--- config.mk ---
export PLATFORM = sky130hd
export DESIGN_NAME = regfile_mp_flat
export DESIGN_NICKNAME = d
export VERILOG_FILES = /design/src/rtl/regfile_pkg.sv /design/src/rtl/regfile_mp_if.sv /design/src/rtl/regfile_clear_fsm.sv /design/src/rtl/regfile_mp.sv /design/src/flat_wrapper.sv
export SDC_FILE = /design/constraint.sdc
export NUM_CORES = 1
export LEC_CHECK = 0
export BUFFER_PORTS_ARGS = -buffer_cell sky130_fd_sc_hd__buf_2
export CAP_MARGIN = 20
export CELL_PAD_IN_SITES_DETAIL_PLACEMENT = 0
export CELL_PAD_IN_SITES_GLOBAL_PLACEMENT = 1
export CORE_ASPECT_RATIO = 1.25
export CORE_UTILIZATION = 40
export CTS_CLUSTER_SIZE = 30
export DETAILED_ROUTE_END_ITERATION = 10
export PLACE_DENSITY = 0.71
export RECOVER_POWER = 25
export SYNTH_ARGS = -nofsm -noshare
export SYNTH_HDL_FRONTEND = slang
export SYNTH_SLANG_ARGS = --single-unit
--- constraint.sdc ---
create_clock -name clk -period 7.2 [get_ports clk]
set_clock_uncertainty 0.2 [all_clocks]
set_input_delay 1.08 -clock clk [delete_from_list [all_inputs] [get_ports clk]]
set_output_delay 1.08 -clock clk [all_outputs]
set_load 0.02 [all_outputs]
--- src/rtl/regfile_pkg.sv ---
// Shared types and default geometry for the multi-port register file.
package regfile_pkg;

  // Clear-sweep controller states
  typedef enum logic [0:0] {
    StClear = 1'b0,
    StReady = 1'b1
  } clr_state_e;

  localparam int unsigned DefDataW = 32;
  localparam int unsigned DefAddrW = 5;
  localparam int unsigned DefNread = 2;

endpackage

--- src/rtl/regfile_mp_if.sv ---
// Decode/writeback-facing bus of the register file: one write port, NREAD read ports, busy.
interface regfile_mp_if
  import regfile_pkg::*;
#(
  parameter int unsigned DATA_W = DefDataW,
  parameter int unsigned ADDR_W = DefAddrW,
  parameter int unsigned NREAD  = DefNread
);

  logic                    RegWr;
  logic [ADDR_W-1:0]       Rw;
  logic [DATA_W-1:0]       busW;
  logic [NREAD*ADDR_W-1:0] Ra;
  logic [NREAD*DATA_W-1:0] busA;
  logic                    busy;

  modport master (
    output RegWr, Rw, busW, Ra,
    input  busA, busy
  );

  modport slave (
    input  RegWr, Rw, busW, Ra,
    output busA, busy
  );

endinterface

--- src/rtl/regfile_clear_fsm.sv ---
// Post-reset clear sweep: walks every entry once, writing zero, then releases busy.
module regfile_clear_fsm
  import regfile_pkg::*;
#(
  parameter int unsigned ADDR_W = DefAddrW
) (
  input  logic              clk,
  input  logic              rst,
  output logic              busy_o,
  output logic              clr_we_o,
  output logic [ADDR_W-1:0] clr_addr_o
);

  localparam logic [ADDR_W-1:0] LastAddr = '1;

  clr_state_e        state_q, state_d;
  logic [ADDR_W-1:0] cnt_q, cnt_d;

  // State and sweep counter; reset restarts the sweep even mid-way
  always_ff @(posedge clk) begin
    if (rst) begin
      state_q <= StClear;
      cnt_q   <= '0;
    end else begin
      state_q <= state_d;
      cnt_q   <= cnt_d;
    end
  end

  // Next state, clear-port drive and busy
  always_comb begin
    state_d  = state_q;
    cnt_d    = cnt_q;
    busy_o   = 1'b0;
    clr_we_o = 1'b0;
    unique case (state_q)
      StClear: begin
        busy_o   = 1'b1;
        // Held off while rst is asserted so reset cycles leave storage untouched
        clr_we_o = ~rst;
        cnt_d    = cnt_q + ADDR_W'(1);
        if (cnt_q == LastAddr) begin
          state_d = StReady;
          cnt_d   = '0;
        end
      end
      StReady: begin
        state_d = StReady;
      end
      default: begin
        state_d = StClear;
      end
    endcase
  end

  assign clr_addr_o = cnt_q;

endmodule

--- src/rtl/regfile_mp.sv ---
// Parametrised multi-read-port register file with hardwired zero register and
// post-reset clear sweep. Compile with REGFILE_BYPASS_EN defined to forward the
// write data to any read port addressing the entry being written in the same cycle.
module regfile_mp
  import regfile_pkg::*;
#(
  parameter int unsigned DATA_W   = DefDataW,
  parameter int unsigned ADDR_W   = DefAddrW,
  parameter int unsigned NREAD    = DefNread,
  parameter int unsigned ZERO_REG = 1
) (
  input logic         clk,
  input logic         rst,
  regfile_mp_if.slave bus
);

  localparam int unsigned DEPTH  = 1 << ADDR_W;
  localparam bit          ZeroEn = (ZERO_REG != 0);

  logic              busy;
  logic              clr_we;
  logic [ADDR_W-1:0] clr_addr;
  logic              usr_we;
  logic              wr_zero;

  logic [DATA_W-1:0]       mem_q [DEPTH];
  logic [DATA_W-1:0]       rd_data [NREAD];
  logic [NREAD*DATA_W-1:0] busa_all;

  regfile_clear_fsm #(
    .ADDR_W(ADDR_W)
  ) u_clear_fsm (
    .clk       (clk),
    .rst       (rst),
    .busy_o    (busy),
    .clr_we_o  (clr_we),
    .clr_addr_o(clr_addr)
  );

  // Writes to the hardwired zero entry are discarded
  assign wr_zero = ZeroEn && (bus.Rw == '0);
  assign usr_we  = ~busy & ~rst & bus.RegWr & ~wr_zero;

  // Storage: the clear sweep owns the write port until it finishes
  always_ff @(posedge clk) begin
    if (clr_we) begin
      mem_q[clr_addr] <= '0;
    end else if (usr_we) begin
      mem_q[bus.Rw] <= bus.busW;
    end
  end

`ifdef REGFILE_BYPASS_EN
  logic byp_en;
  // Not gated by rst: forwarding tracks the write request seen in the READY state
  assign byp_en = ~busy & bus.RegWr & ~wr_zero;
`endif

  for (genvar k = 0; k < NREAD; k++) begin : g_rd
    logic [ADDR_W-1:0] ra;
    assign ra = bus.Ra[k*ADDR_W +: ADDR_W];

    // Read mux for port k: busy and zero-register masking, optional forwarding
    always_comb begin
      rd_data[k] = mem_q[ra];
      if (busy || (ZeroEn && (ra == '0))) begin
        rd_data[k] = '0;
`ifdef REGFILE_BYPASS_EN
      end else if (byp_en && (ra == bus.Rw)) begin
        rd_data[k] = bus.busW;
`endif
      end
    end
  end

  // Pack the per-port results onto the flat read bus
  always_comb begin
    busa_all = '0;
    for (int k = 0; k < NREAD; k++) begin
      busa_all[k*DATA_W +: DATA_W] = rd_data[k];
    end
  end

  assign bus.busA = busa_all;
  assign bus.busy = busy;

endmodule

--- src/flat_wrapper.sv ---
// flat-port wrapper written by rule: the top's interface ports become plain ports
module regfile_mp_flat import regfile_pkg::*;
#(
  parameter int unsigned DATA_W   = DefDataW,
  parameter int unsigned ADDR_W   = DefAddrW,
  parameter int unsigned NREAD    = DefNread,
  parameter int unsigned ZERO_REG = 1
)
  (clk, rst, bus_RegWr, bus_Rw, bus_busW, bus_Ra, bus_busA, bus_busy);
  regfile_mp_if #(.DATA_W(DATA_W), .ADDR_W(ADDR_W), .NREAD(NREAD)) bus_i ();
  input logic clk;
  input logic rst;
  input wire logic [$bits(bus_i.RegWr)-1:0] bus_RegWr;
  input wire logic [$bits(bus_i.Rw)-1:0] bus_Rw;
  input wire logic [$bits(bus_i.busW)-1:0] bus_busW;
  input wire logic [$bits(bus_i.Ra)-1:0] bus_Ra;
  output wire logic [$bits(bus_i.busA)-1:0] bus_busA;
  output wire logic [$bits(bus_i.busy)-1:0] bus_busy;
  assign bus_i.RegWr = bus_RegWr;
  assign bus_i.Rw = bus_Rw;
  assign bus_i.busW = bus_busW;
  assign bus_i.Ra = bus_Ra;
  assign bus_busA = bus_i.busA;
  assign bus_busy = bus_i.busy;
  regfile_mp #(.DATA_W(DATA_W), .ADDR_W(ADDR_W), .NREAD(NREAD), .ZERO_REG(ZERO_REG)) u_core (.clk(clk), .rst(rst), .bus(bus_i));
endmodule
==> metrics.yaml, run 1 <==
grt_pass1_wl_mm: 218
rows: 142
wirelength_mm: 155
synth-seq-cells: 1030
dieHeight_um: 391
initial_core_util_pct: 40.3
die_x_um: 313
cts_resized: 0
yosysUniqueCellTypes: 46
htreeDepth: 3
worst_r2r_endpoint: "u_core.mem_q[10][9]"
multiInputGateArea_um2: 16600
crit_path_start: "u_core.u_clear_fsm.state_q"
clkTransAtPathRegs_ps: 60
final_area_um2: 54400
drc: 0
slew_violations: 393
synthToLayoutAreaGrowth_pct: 12.6
num_vias: 29000
grtUsageTotal_pct: 25.1
yosys.area_share.simple_pct: 2.45
drt-initial-drc-count: 3783
wl_per_cell_um: 35.7
cp_max_fo: 30
clockRootBuffer: "clkbuf_16"
clock_latency_ps: 670
drive_gt1_share_pct: 30.5
final_cell_mix: "edfxtp_1, mux4_2, mux2i_1"
hold_viol_final: 0
r2r-start: "u_core.u_clear_fsm.state_q"
ys_seq_area_share_pct: 63.9
die-area_um2: 122000
rr_worst_depth: 6
synth_top_family_by_area: "multiplexers"
area.sequential_um2: 30900
dp_slack_ps: 1490
synth_cells: 2567
synth.avg_cell_area_um2: 18.8
critPathRequiredTime_ps: 7310
crit_arrival_ps: 6500
min_period_ps: 6390
setup_tns_ps: 0
setup_viol: 0
status: "finished, violations left"
clk_path_buf_depth: 3
holdWs_ps: 386
place.gp.congestion: 0.831
postCtsHoldBufs: 0
cp-end-kind: "flip-flop"
antenna_found_initial: 10
ys_warn_count: 0
syn-cell-area_um2: 48300
cts_made_buffers: 109
coreArea_um2: 120000
fmax_ghz: 0.156
dr.pass1.iters: 5
vdd_ir_drop_max_uv: 189
via_per_inst: 6.66
p_leak_nw: 19.6
reg2reg_slack_ps: 810
pin_count: 115
crit_type: "reg2reg"
critPathLaunchType: "flip-flop"
worst_pin_slew_ps: 3880
hpwlAfterDp_mm: 84.8
drtAntennaViolNets: 0
powerDensity_nw_per_um2: 238
critPathCapture: "u_core.mem_q[10][9]"
yosys.area_share.xor_xnor_pct: 0
final_common_cell: "edfxtp_1"
synth_adder_area_share_pct: 0.0518
nFillCells: 10100
post_cts_buffers: 0
violations: "capacitance limit, slew limit"
setup_slack_ps: 805
rsz0062_at_grt: "no"
synth_compound_area_share_pct: 5.10
hold_path_class: "reg2reg"
syn-num-nets: 2619
io_buffers: 114
cts_tree: "done"
nNetsFinal: 2727
dpl_cell_area_um2: 50900
slew_headroom_pct: -159
period_share_pct: 88.8
grt-ovfl-total: 0
clock-sinks: 1030
finalPower_mw: 13.0
drv_cap: 15
muxShareOfSynthArea_pct: 26.4
grt_max_degree: 114
grt_pass1_vias: 29700
==> kinds of logic (layout without fill, tap and decap cells) <==
family,count (synthesis),after routing
and+or+nand+nor,236,236
other,0,2
buffers and inverters,216,412
DFF,1030,1030
adders and majority gates,2,2
AOI/OAI and AO/OA,296,296
muxes,787,787
==> sequential cells by signal, summed over array words and instances, names as in the netlist <==
signal / cells
u_core.u_clear_fsm.clr_addr_o: 5
u_core.mem_q: 1024
u_core.u_clear_fsm.state_q: 1
==> cell usage after synthesis, drive strengths merged <==
master	number	share of area [%]
a211oi	32	0.50
a21boi	2	0.031
a21o	1	0.016
a21oi	54	0.56
a221oi	32	0.88
a22oi	21	0.33
a2bb2oi	32	0.58
a32oi	2	0.036
and2	35	0.45
and3	3	0.039
and3b	2	0.036
buf	128	1.5
clkbuf	81	0.63
dfxtp	6	0.25
edfxtp	1024	64
ha	2	0.052
inv	7	0.054
mux2	48	1.1
mux2i	355	7.4
mux4	384	18
nand2	67	0.52
nand2b	1	0.013
nand3	52	0.54
nand3b	5	0.078
nand4	8	0.10
nor2	19	0.15
nor2b	6	0.078
nor3	25	0.26
nor3b	1	0.016
nor4	7	0.091
o211ai	1	0.016
o21ai	4	0.041
o221ai	88	1.6
o22a	24	0.43
o31a	1	0.018
o31ai	1	0.044
o41a	1	0.023
or3	2	0.026
or3b	2	0.036
or4	1	0.016
==> routing by layer <==
metal	share of wire, %	global-route usage, %	up-vias
met5	0.039	0	-
met1	38	34.1	15500
met4	3.9	9.63	10
met3	10	4.80	369
li1	-	-	11300
met2	47	40.1	1842
==> per-stage QoR <==
step / instances / util [%]
4_1_cts: 4339 / 45.4
5_1_grt: 4347 / 45.4
3_3_place_gp: 4140 / 42.4
2_1_floorplan: 2567 / -
3_5_place_dp: 4140 / 42.4
6_report: 4349 / 45.4
==> cell type report <==
cell class / instances / share of cell area [%]
antenna: 2 / 0.00920
clock buffer: 131 / 5.38
clock inverter: 68 / 1.19
inverter: 7 / 0.0483
multi-input combinational: 1321 / 30.5
sequential: 1030 / 56.7
tap: 1584 / 3.64
timing repair buffer: 206 / 2.48
==> worst max-delay path, cell delays in order, from the launching register on <==
cell,delay (ps)
dfxtp_1,300
clkbuf_1,940
and3b_1,550
a21boi_0,740
clkbuf_1,1760
and2_0,530
clkbuf_1,880
==> how the worst min path moves through the flow <==
| stage | from | end | slack (ps) | depth (start not counted) |
|---|---|---|---|---|
| finish | u_core.u_clear_fsm.clr_addr_o[3] | u_core.u_clear_fsm.clr_addr_o[3] | 390 | 2 |
| global route | u_core.u_clear_fsm.clr_addr_o[3] | u_core.u_clear_fsm.clr_addr_o[3] | 420 | 2 |
| CTS | u_core.u_clear_fsm.clr_addr_o[1] | u_core.u_clear_fsm.clr_addr_o[1] | 390 | 2 |
| detailed placement | u_core.u_clear_fsm.clr_addr_o[1] | u_core.u_clear_fsm.clr_addr_o[1] | 380 | 2 |
| global placement | u_core.u_clear_fsm.clr_addr_o[3] | u_core.u_clear_fsm.clr_addr_o[3] | 350 | 2 |
| floorplan | u_core.u_clear_fsm.clr_addr_o[3] | u_core.u_clear_fsm.clr_addr_o[3] | 300 | 2 |
==> power by group <==
group / switching, mW / internal (mW)
sequential: 0.0165 / 6.53
clock: 2.34 / 3.31
combinational: 0.454 / 0.300
total: 2.81 / 10.1
No activity file was read; power rests on OpenSTA's default activity.
==> run 2: changes to the inputs <==
RECOVER_POWER = not set   (was 25)
==> run 2 against run 1 <==
The flow now finishes without violations. Non-clock buffer count unchanged. Setup slack improved by 780 ps. Total power about the same. Design area increased by 0.53%. Global-route usage unchanged. Register-to-register slack improved by 2800 ps. Fmax increased by 14%. Flip-flop and latch count unchanged. Via count decreased by 0.29%. Critical path type is now in2out. Critical endpoint is now bus_busA[32].
==> metrics.yaml, run 2 (synthesis gave the netlist of run 1 again) <==
status: "finished clean"
die-area_um2: 122000
rows: 142
rsz0062_at_grt: "no"
largest_reg_flops: 1024
antenna_found_initial: 10
setup_viol: 0
nFillCells: 10100
post_cts_buffers: 0
hpwlAfterDp_mm: 84.8
cp_max_fo: 76
pwr-share-seq_pct: 50.5
setup_tns_ps: 0
num_vias: 28900
crit_arrival_ps: 4330
hold_viol_final: 0
slowest_delay_ps: 830
p_sw_share_pct: 21.7
clockRootBuffer: "clkbuf_16"
via_per_inst: 6.64
drt-initial-drc-count: 3692
synthToLayoutAreaGrowth_pct: 13.2
final_common_cell: "edfxtp_1"
regMostFlops: "u_core.mem_q"
grtUsageTotal_pct: 25.1
crit_path_top_delay_cell: "a211oi_1"
period_share_pct: 77.9
clkTransAtPathRegs_ps: 60
clock-sinks: 1030
pin_count: 115
switchingPower_mw: 2.82
clock_latency_ps: 670
wirelength_mm: 155
dr.pass1.iters: 6
hold_path_class: "reg2reg"
critPathRequiredTime_ps: 5920
place.gp.congestion: 0.831
io_buffers: 114
slew_headroom_pct: 19.1
slew_violations: 0
wl_per_cell_um: 35.6
holdWs_ps: 391
die_x_um: 313
internal_power_mw: 10.1
cts_made_buffers: 109
crit_chain: "clkbuf_8, buf_12, buf_4, mux4_2, a2bb2oi_1, nand3_1, a211oi_1, buf_2"
cts_tree: "done"
final_cell_mix: "edfxtp_1, mux4_2, mux2i_1"
cp-end-kind: "output pin"
drive_gt1_share_pct: 31.6
drc: 0
p_leak_nw: 19.8
grt_pass1_wl_mm: 218
htreeDepth: 3
coreArea_um2: 120000
min_period_ps: 5610
grt-ovfl-total: 0
critPathLaunchType: "primary input"
clkPwrFrac_pct: 43.6
clk_path_buf_depth: 3
crit_type: "in2out"
worst_pin_slew_ps: 1210
vdd_ir_drop_max_uv: 190
grt_max_degree: 114
powerDensity_nw_per_um2: 237
cts_resized: 0
fmax_ghz: 0.178
drv_cap: 0
postCtsHoldBufs: 0
drtAntennaViolNets: 0
grt_pass1_vias: 29700
nNetsFinal: 2727
p_comb_share_pct: 5.8
dieHeight_um: 391
initial_core_util_pct: 40.3
[run 2: cell count changes in the layout (fill, tap and decap cells not counted), sizes merged]
| cell | change |
|---|---|
| diode | +1 |
| buf | +23 |
| clkbuf | -23 |
[run 2: metrics by stage]
step	worst slack (ps)	area (um^2)	utilization, %	cells	power (mW)
2_1_floorplan	1290	48300	-	2567	7.18
3_3_place_gp	1490	50900	42.4	4140	7.42
3_5_place_dp	1490	50900	42.4	4140	7.43
4_1_cts	1490	54500	45.4	4339	13.0
5_1_grt	1380	54700	45.6	4347	13.2
6_report	1590	54700	45.6	4350	13.0
[run 2: layer usage]
layer	global-route usage (%)	share of wire, %
met1	34.1	38
met2	40.1	48
met3	4.80	10
met4	9.63	3.8
met5	0	0.040
[run 2: critical path, delay by kind of cell]
family                 cells  cell delay, ps
AOI/OAI and AO/OA          2            1000
buffers and inverters      4            1810
muxes                      1             300
and+or+nand+nor            1             100
[run 2: final timing paths]
check	cells after the start	end	start	slack, ps
max	8	bus_busA[32]	bus_Ra[7]	1590
min	2	u_core.u_clear_fsm.clr_addr_o[3]	u_core.u_clear_fsm.clr_addr_o[3]	390
max reg2reg	7	u_core.mem_q[2][3]	u_core.u_clear_fsm.state_q	3580
min reg2reg	2	u_core.u_clear_fsm.clr_addr_o[3]	u_core.u_clear_fsm.clr_addr_o[3]	390
[run 2: final cells by class]
class / instances / area, um^2 / share of cell area, %
Multi-Input combinational cell: 1321 / 16700 / 30.4
Antenna cell: 3 / 7.51 / 0.0137
Sequential cell: 1030 / 30900 / 56.4
Tap cell: 1584 / 1980 / 3.62
Clock inverter: 68 / 646 / 1.18
Inverter: 7 / 26.3 / 0.0480
Timing Repair Buffer: 206 / 1600 / 2.92
Clock buffer: 131 / 2930 / 5.35
[run 2: power by group through the flow]
stage	registers, mW	logic [mW]	clock network [mW]
5_1_grt	6.55	0.785	5.91
3_3_place_gp	6.67	0.743	0
6_report	6.55	0.756	5.65
4_1_cts	6.55	0.754	5.70
2_1_floorplan	6.67	0.514	0
3_5_place_dp	6.68	0.752	0
